`src/rtl/grid_line_clear_ctrl.sv`:
```
// grid_line_clear_ctrl: playfield cell grid with line-clear sweep and colour-mapper view.
// Ports: Clk, Reset (sync, active-high); clear_req, wr_en/wr_row/wr_col/wr_cell, lock_req,
//   vsync in; busy, done, lines_cleared, total_lines, grid_out out.
// Option: define GRID_SHADOW_EN to present grid_out as a vsync-loaded shadow copy.
module grid_line_clear_ctrl #(
    parameter int ROWS = 20,
    parameter int COLS = 10,
    parameter int CW   = 3
) (
    input  logic                                Clk,
    input  logic                                Reset,
    input  logic                                clear_req,
    input  logic                                wr_en,
    input  logic [4:0]                          wr_row,
    input  logic [3:0]                          wr_col,
    input  logic [CW-1:0]                       wr_cell,
    input  logic                                lock_req,
    input  logic                                vsync,
    output logic                                busy,
    output logic                                done,
    output logic [4:0]                          lines_cleared,
    output logic [15:0]                         total_lines,
    output logic [ROWS-1:0][COLS-1:0][CW-1:0]   grid_out
);

    typedef enum logic [1:0] {
        IDLE,
        SCAN,
        SHIFT,
        DONE
    } state_t;

    localparam logic [4:0] ROWS_L = 5'(ROWS);
    localparam logic [3:0] COLS_L = 4'(COLS);
    localparam logic [4:0] LAST_ROW = 5'(ROWS - 1);

    state_t state;
    logic [ROWS-1:0][COLS-1:0][CW-1:0] grid;
    logic [ROWS-1:0][COLS-1:0][CW-1:0] grid_next;
    logic [4:0] r;
    logic [4:0] count;
    logic       row_full;
    logic       wr_ok;
    logic [16:0] sum;

    // Grid as it will look after an IDLE cycle (clear wins over the write).
    always_comb begin
        wr_ok = wr_en && (wr_row < ROWS_L) && (wr_col < COLS_L);
        grid_next = grid;
        if (clear_req) begin
            grid_next = '0;
        end else if (wr_ok) begin
            grid_next[wr_row][wr_col] = wr_cell;
        end
    end

    always_comb begin
        row_full = 1'b1;
        for (int c = 0; c < COLS; c++) begin
            if (grid[r][c] == '0) begin
                row_full = 1'b0;
            end
        end
    end

    assign sum = {1'b0, total_lines} + {12'd0, count};

    always_ff @(posedge Clk) begin
        if (Reset) begin
            state         <= IDLE;
            grid          <= '0;
            r             <= '0;
            count         <= '0;
            busy          <= 1'b0;
            done          <= 1'b0;
            lines_cleared <= '0;
            total_lines   <= '0;
        end else begin
            done <= 1'b0;
            unique case (state)
                IDLE: begin
                    grid <= grid_next;
                    if (clear_req) begin
                        total_lines <= '0;
                    end else if (lock_req) begin
                        r     <= LAST_ROW;
                        count <= '0;
                        busy  <= 1'b1;
                        state <= SCAN;
                    end
                end
                SCAN: begin
                    if (row_full) begin
                        state <= SHIFT;
                    end else if (r == 5'd0) begin
                        state <= DONE;
                    end else begin
                        r <= r - 5'd1;
                    end
                end
                SHIFT: begin
                    // Drop everything above row r by one; r is rescanned next.
                    for (int k = 1; k < ROWS; k++) begin
                        if (k <= int'(r)) begin
                            grid[k] <= grid[k-1];
                        end
                    end
                    grid[0] <= '0;
                    count   <= count + 5'd1;
                    state   <= SCAN;
                end
                DONE: begin
                    done          <= 1'b1;
                    lines_cleared <= count;
                    total_lines   <= sum[16] ? 16'hFFFF : sum[15:0];
                    busy          <= 1'b0;
                    state         <= IDLE;
                end
            endcase
        end
    end

`ifdef GRID_SHADOW_EN
    // Only refreshed from IDLE so a half-finished sweep is never displayed.
    always_ff @(posedge Clk) begin
        if (Reset) begin
            grid_out <= '0;
        end else if (state == IDLE && vsync) begin
            grid_out <= grid_next;
        end
    end
`else
    logic unused_vsync;
    assign unused_vsync = vsync;
    assign grid_out = grid;
`endif

endmodule

```
`config.mk`:
```
export PLATFORM = sky130hd
export DESIGN_NAME = grid_line_clear_ctrl
export DESIGN_NICKNAME = d
export VERILOG_FILES = /design/src/rtl/grid_line_clear_ctrl.sv
export SDC_FILE = /design/constraint.sdc
export NUM_CORES = 2
export LEC_CHECK = 0
export CORE_ASPECT_RATIO = 2
export CORE_MARGIN = 2
export CORE_UTILIZATION = 45
export CTS_CLUSTER_SIZE = 12
export DETAILED_ROUTE_END_ITERATION = 8
export PLACE_DENSITY = 0.8
export SLEW_MARGIN = 10
export SYNTH_ARGS = -nofsm -noshare
export SYNTH_HDL_FRONTEND = slang
export SYNTH_SLANG_ARGS = --single-unit
```
`constraint.sdc`:
```
create_clock -name Clk -period 3.6 [get_ports Clk]
set_input_delay 0.54 -clock Clk [delete_from_list [all_inputs] [get_ports Clk]]
set_output_delay 0.54 -clock Clk [all_outputs]
set_load 0.005 [all_outputs]
```
; ---- Yosys cells after proc, flatten, opt, wreduce, memory -nomap -nowiden
; Index checks and enable logic that the tools add are counted.
[totals]
ff_bits = 635
output_inout_bits = 623
elab_cells = 368
[op_classes]
n_addsub = 3
n_eq_ne = 29
order_cmp = 26
reduce_logical = 44
n_mux = 59
[ops]
columns = op, n
row1 = 600-bit two-way mux, 2
row2 = 600-bit case mux with 2 select lines, 1
row3 = 30-bit two-way mux, 21
row4 = 600-bit bitwise mux, 1
row5 = 30-bit binary-select mux with 5-bit select, 1
row6 = 30-bit demux with 5-bit select, 1
row7 = 3-bit AND reduction, 22
row8 = 2-bit != test (second input constant), 24
row9 = 4-bit by 5-bit <= comparator with 1-bit output (first input constant), 8
row10 = 16-bit two-way mux, 2
row11 = 16-bit case mux with 2 select lines, 1
row12 = 3-bit logical NOT, 10
row13 = 5-bit two-way mux, 6
row14 = 3-bit by 5-bit <= comparator with 1-bit output (first input constant), 4
row15 = 5-bit <= comparator (first input constant), 4
row16 = 5-bit case mux with 2 select lines, 2
row17 = 16-bit by 5-bit adder with 17-bit output, 1
row18 = 1-bit two-way mux, 13
row19 = 3-bit demux with 4-bit select, 1
row20 = 5-bit by 6-bit less-than comparator with 1-bit output (second input constant), 2
row21 = 2-bit by 5-bit <= comparator with 1-bit output (first input constant), 2
row22 = 2-bit two-way mux, 4
row23 = 2-bit case mux with 4 select lines, 1
row24 = 3-bit != test (second input constant), 2
row25 = 18 further kinds, 25

; ---- Depth between registers and ports, before layout
[logic_depth]
depth_word = 15
ltp_mapped = 14

; ---- Least setup slack after synthesis
; Ideal clock, no wire load.
[synth_timing]
path_kind = register -> register
from = register count[0]
to = register total_lines[9]
stages_incl_launch_ff = 14
arrival_time_ns = 2.637
synth_period_minus_slack_ns = 2.697
required_time_ns = 3.541
path_buffers = 1
setup_slack_ns = 0.903
path_cell_list = dfxtp_1 -> ha_1 -> inv_1 -> fa_1 -> nor2b_1 -> o21ai_0 -> a21boi_0 -> o21ai_0 -> nor4_1 -> and2_1 -> nand2_1 -> clkbuf_1 -> o41ai_1 -> a22o_1
[synth_between]
elab_chain_len = 3
[synth_lines]
columns = element, line
row1 = "start, declared", 41  ; logic [4:0] count;
row2 = "start signal, assigned", 109  ; count <= count + 5'd1;
row3 = 16-bit by 5-bit adder with 17-bit output, 66  ; assign sum = {1'b0, total_lines} + {12'd0, count};
row4 = 16-bit two-way mux, 115  ; total_lines <= sum[16] ? 16'hFFFF : sum[15:0];
row5 = 16-bit case mux with 2 select lines, 80  ; unique case (state)
row6 = "end signal, assigned", 115
row7 = "end, declared", 22  ; output logic [15:0] total_lines,
; Every way passes these cells.
; A chain may end at the register's enable or synchronous reset.

; ---- Worst setup path in the final report
[layout_timing]
from = register r[0]
to = register r[4]
[layout_between]
elab_chain_len = 15
word_cells_on_any_way = 30
cone_classes = add/sub: 1 / eq/ne: 2 / mux: 15 / reduce/logical: 12
[layout_lines]
columns = element, line
row1 = "start, declared", 40  ; logic [4:0] r;
row2 = "start signal, assigned", 98  ; r <= r - 5'd1;
row3 = 30-bit binary-select mux with 5-bit select, 60  ; if (grid[r][c] == '0) begin
row4 = 30-bit two-way mux (implied by the code), 60
row5 = 3-bit logical NOT, 60
row6 = 1-bit two-way mux (10 in series), 60
row7 = 2-bit != test (no source line), n/a
row8 = 5-bit AND reduction (no source line), n/a
; Several ways; a longest one is shown, not always the timed one. The select of a mux whose other input is x is not followed.

==> summary.txt <==
Synthesis
  – Ys flop type: sky130_fd_sc_hd__dfxtp_1
  – Post-synthesis instance total: 4,064
  – Register area share after synthesis: 39.3%
  – Per-instance average area after synthesis: 7.96 µm²
  – Most area-consuming cells after synthesis: sky130_fd_sc_hd__dfxtp_1 39%, sky130_fd_sc_hd__a211oi_1 14%, sky130_fd_sc_hd__nor2_1 12%
  – Share of the synthesized area in the top cell type: 39.3%
  – Warning count from the yosys run: 0
  – Post-synthesis instance area: 32,400 µm²
  – Count of different cell masters after synthesis: 86
  – Share of synthesized registers carrying an async set or reset: 0%
  – Cell taking the most area after synthesis: sky130_fd_sc_hd__dfxtp_1
  – Synth Net Count: 4,094
  – FF+latch count, synth: 635
  – Number of synthesized flops with an enable pin: 0

Clocking
  – Post-CTS setup buffer count: 0
  – Clock Sink Count: 635
  – Number of buffers created by CTS: 61
  – Number of buffers on the longest clock path: 3
  – Clock tree from TritonCTS: built
  – Insertion delay to the later sink of the worst-skew pair: 0.66 ns
  – Worst-path clk slew: 0.07 ns
  – Level count of the clock H-tree: 2
  – Number of buffers inserted for hold repair after clock tree synthesis: 0
  – Root Buffer Master: sky130_fd_sc_hd__clkbuf_16

Worst setup path
  – Nature of the critical path endpoint: flop
  – Arr. time, crit path: 4.23 ns
  – Startpoint of the worst register-to-register path: r[0]
  – Critical path capture point: r[4]
  – Highest-delay cell along the critical path: sky130_fd_sc_hd__dfxtp_4
  – Crit path required time: 4.14 ns
  – Biggest cell delay along the critical path: 0.59 ns
  – Endpoint of the lowest-slack register-to-register path: r[4]
  – Max Fanout on Critical Path: 19
  – Reg2reg setup slack: -0.09 ns
  – Worst Setup Start Kind: flop
  – Worst setup path start: r[0]
  – Crit Path Class: reg -> reg
  – Critical path depth: 12
  – Cell class contributing the biggest share of worst-path delay: compound AO/OA/AOI/OAI gates
  – Crit path cell chain: buf_4 -> buf_4 -> nor3_1 -> buf_4 -> a21oi_2 -> a221oi_1 -> a31oi_1 -> o2111ai_1 -> nor4_4 -> a21oi_2 -> nor3b_1 -> nor4_2
  – Cell seen most often among critical-path stages: sky130_fd_sc_hd__buf_4
  – CP bufs+invs: 3
  – Register-to-Register Path Depth: 12

Layout
  – Commonest cells after routing, fill and taps aside: 1,064 x sky130_fd_sc_hd__nor2_1, 638 x sky130_fd_sc_hd__clkdlybuf4s50_1, 632 x sky130_fd_sc_hd__dfxtp_1, 597 x sky130_fd_sc_hd__a211oi_1, 386 x sky130_fd_sc_hd__a22oi_1
  – Number of fillers in the final layout: 6,274
  – Share of final-layout standard cells stronger than drive strength 1: 11.7%
  – Growth of design area from synthesis to finish: 35.8%
  – Multi-input gate area in the final layout: 18,300 µm²
  – Number of nets in the layout: 4,863
  – Seq. cell area: 12,700 µm²
  – Final design utilization: 61.5%
  – Commonest non-fill, non-tap cell in the layout: sky130_fd_sc_hd__nor2_1

Global routing
  – Total congestion overflow: 0
  – First-pass GRT wire length: 271 mm
  – Overall global routing resource usage: 49.8%
  – Pin count of the biggest net entering global routing: 181
  – Number of global-route vias before repair: 37,648
  – Antenna violations before repair: 10

Status
  – Status: finished with violations
  – Violated checks: max-capacitance violations, max-slew violations, negative setup slack

Power and ir drop
  – Power share of the sequential group: 39.9%
  – Psw: 8.45 mW
  – Overall power of the completed layout: 22.4 mW
  – Clock share of power: 27.6%
  – Internal power summed over all cells: 14.0 mW
  – Static leakage: 14.3 nW
  – Power per Cell Area: 510 nW/µm²
  – Peak supply drop: 0.000399 V
  – Share of total power in combinational logic: 32.5%
  – Net Sw Frac: 37.7%

STA
  – Endpoints failing hold: 0
  – TNS Setup: -0.154 ns
  – Tmin final: 3.69 ns
  – Period utilization: 103%
  – Fmax achieved: 0.271 GHz
  – Worst-Margin Slew: 1.52 ns
  – Final setup violation count: 3
  – Largest clock skew in the final design: 0.0295 ns
  – Worst path setup slack after routing: -0.0928 ns
  – Headroom to the max-slew limit: -1.99%
  – Final max-slew violation count: 2
  – Setup repair after global routing missed its margin: no

Place
  – DPL Wire Length: 140 mm
  – Pre-CTS WS: -0.215 ns
  – Global placement routability congestion: 1.11
  – Number of port buffers: 639

Floorplan
  – Horizontal die dimension: 194 µm
  – Floorplan die height: 383 µm
  – Die Outline Area: 74,200 µm²
  – Starting density of the core: 45.3%
  – Number of core rows: 139
  – Count of boundary I/O pins: 641
  – Area of the core region: 71,500 µm²

Detailed routing
  – Residual DRC count: 0
  – First-pass detailed-route iteration total: 7
  – Total wirelength of the detailed-routed design: 193 mm
  – Final antenna-violating net count: 0
  – Vias: 40,398
  – Routed len/inst: 33.4 µm
  – Via-per-instance ratio: 7.00
  – Number of DRC violations after detailed-routing iteration 0: 5,702

Min path
  – Worst min-delay path class: in -> reg

Run
  – MaxCap Viol Count: 1
==> logic make-up after synthesis <==
family | Yosys count | share of synthesized area, %
adders and majority gates | 12 | 0.487
xor gates and xnor gates | 6 | 0.162
and+or+nand+nor | 1460 | 18.8
DFF | 635 | 39.3
AOI/OAI and AO/OA | 1554 | 35.5
muxes | 32 | 1.24
buffers and inverters | 365 | 4.59
==> stage by stage <==
step | area [µm²] | std cells | hold WS, ns
6_report | 44000 | 5775 | 0.341
4_1_cts | 43900 | 5767 | 0.316
2_1_floorplan | 32400 | 4064 | 0.453
5_1_grt | 43900 | 5769 | 0.360
3_3_place_gp | 42100 | 5684 | 0.448
3_5_place_dp | 42100 | 5685 | 0.455
==> worst min path at each step <==
stage                           from                to  slack (ns)  cells after the start
finish                         Reset          state[0]        0.34                      2
global route                   Reset          state[0]        0.36                      2
CTS                            Reset          state[0]        0.32                      2
detailed placement  lines_cleared[1]  lines_cleared[1]        0.46                      2
global placement    lines_cleared[4]  lines_cleared[4]        0.45                      2
floorplan           lines_cleared[0]  lines_cleared[0]        0.45                      2
==> layout make-up <==
type	instances	area share, %
Multi-Input combinational cell	3064	41.7
Clock inverter	4	0.125
Inverter	17	0.145
Antenna cell	7	0.0399
Tap cell	916	2.61
Sequential cell	635	28.9
Timing Repair Buffer	1054	22.6
Clock buffer	78	3.83
==> flip-flops by register name (all words and copies together), names as in the netlist <==
name,flops
grid_out,600
total_lines,16
count,5
lines_cleared,5
r,5
state,2
busy,1
done,1
==> cell usage after synthesis (7+ instances only) <==
library cell and count:
sky130_fd_sc_hd__nor2_1 1076, sky130_fd_sc_hd__nor3_1 95, sky130_fd_sc_hd__nand3_1 39, sky130_fd_sc_hd__o221ai_1 7
sky130_fd_sc_hd__a32oi_1 187, sky130_fd_sc_hd__a22o_1 13, sky130_fd_sc_hd__nand2b_1 12, sky130_fd_sc_hd__dfxtp_1 635
sky130_fd_sc_hd__o41ai_1 16, sky130_fd_sc_hd__o211ai_1 11, sky130_fd_sc_hd__nand2_1 122, sky130_fd_sc_hd__o31ai_1 16
sky130_fd_sc_hd__clkbuf_1 303, sky130_fd_sc_hd__buf_4 7, sky130_fd_sc_hd__buf_2 22, sky130_fd_sc_hd__a31oi_1 11
sky130_fd_sc_hd__nor4b_1 11, sky130_fd_sc_hd__o21ai_0 54, sky130_fd_sc_hd__buf_6 8, sky130_fd_sc_hd__nor4_1 33
sky130_fd_sc_hd__mux2i_1 22, sky130_fd_sc_hd__a211oi_1 597, sky130_fd_sc_hd__or3_1 8, sky130_fd_sc_hd__a22oi_1 386
sky130_fd_sc_hd__buf_1 8, sky130_fd_sc_hd__nor2b_1 18, sky130_fd_sc_hd__ha_1 11, sky130_fd_sc_hd__a21oi_1 169
sky130_fd_sc_hd__and2_1 7, sky130_fd_sc_hd__inv_1 13, sky130_fd_sc_hd__o22ai_1 12
==> timing repair <==
item	in CTS	in global routing
endpoints found under the setup margin	5	7
pin swaps	0	0
resized for setup	1	12
==> power by group through the flow <==
| stage | sequential, mW | combinational [mW] | clock [mW] |
|---|---|---|---|
| final | 8.94 | 7.28 | 6.20 |
| after global routing | 8.93 | 7.50 | 6.41 |
| after CTS | 8.83 | 6.85 | 6.15 |
| after detailed placement | 8.98 | 6.81 | 0 |
| after global placement | 8.97 | 6.71 | 0 |
| after floorplan | 8.59 | 2.90 | 0 |
==> layer usage <==
metal  part of all wire, %  routed length [µm]  GRT usage [%]
met1                    30               57400           49.8
met4                    14               27500           55.4
met5                 0.046                  88          0.529
met3                    12               24100           16.3
met2                    43               83500           77.3
==> worst reg2reg max path: stages, from the launching register on <==
cell,delay [ns]
sky130_fd_sc_hd__dfxtp_4,0.59
sky130_fd_sc_hd__buf_4,0.38
sky130_fd_sc_hd__buf_4,0.25
sky130_fd_sc_hd__nor3_1,0.06
sky130_fd_sc_hd__buf_4,0.14
sky130_fd_sc_hd__a21oi_2,0.48
sky130_fd_sc_hd__a221oi_1,0.20
sky130_fd_sc_hd__a31oi_1,0.28
sky130_fd_sc_hd__o2111ai_1,0.27
sky130_fd_sc_hd__nor4_4,0.35
sky130_fd_sc_hd__a21oi_2,0.15
sky130_fd_sc_hd__nor3b_1,0.19
sky130_fd_sc_hd__nor4_2,0.25
(Power assumes the default switching activity.)
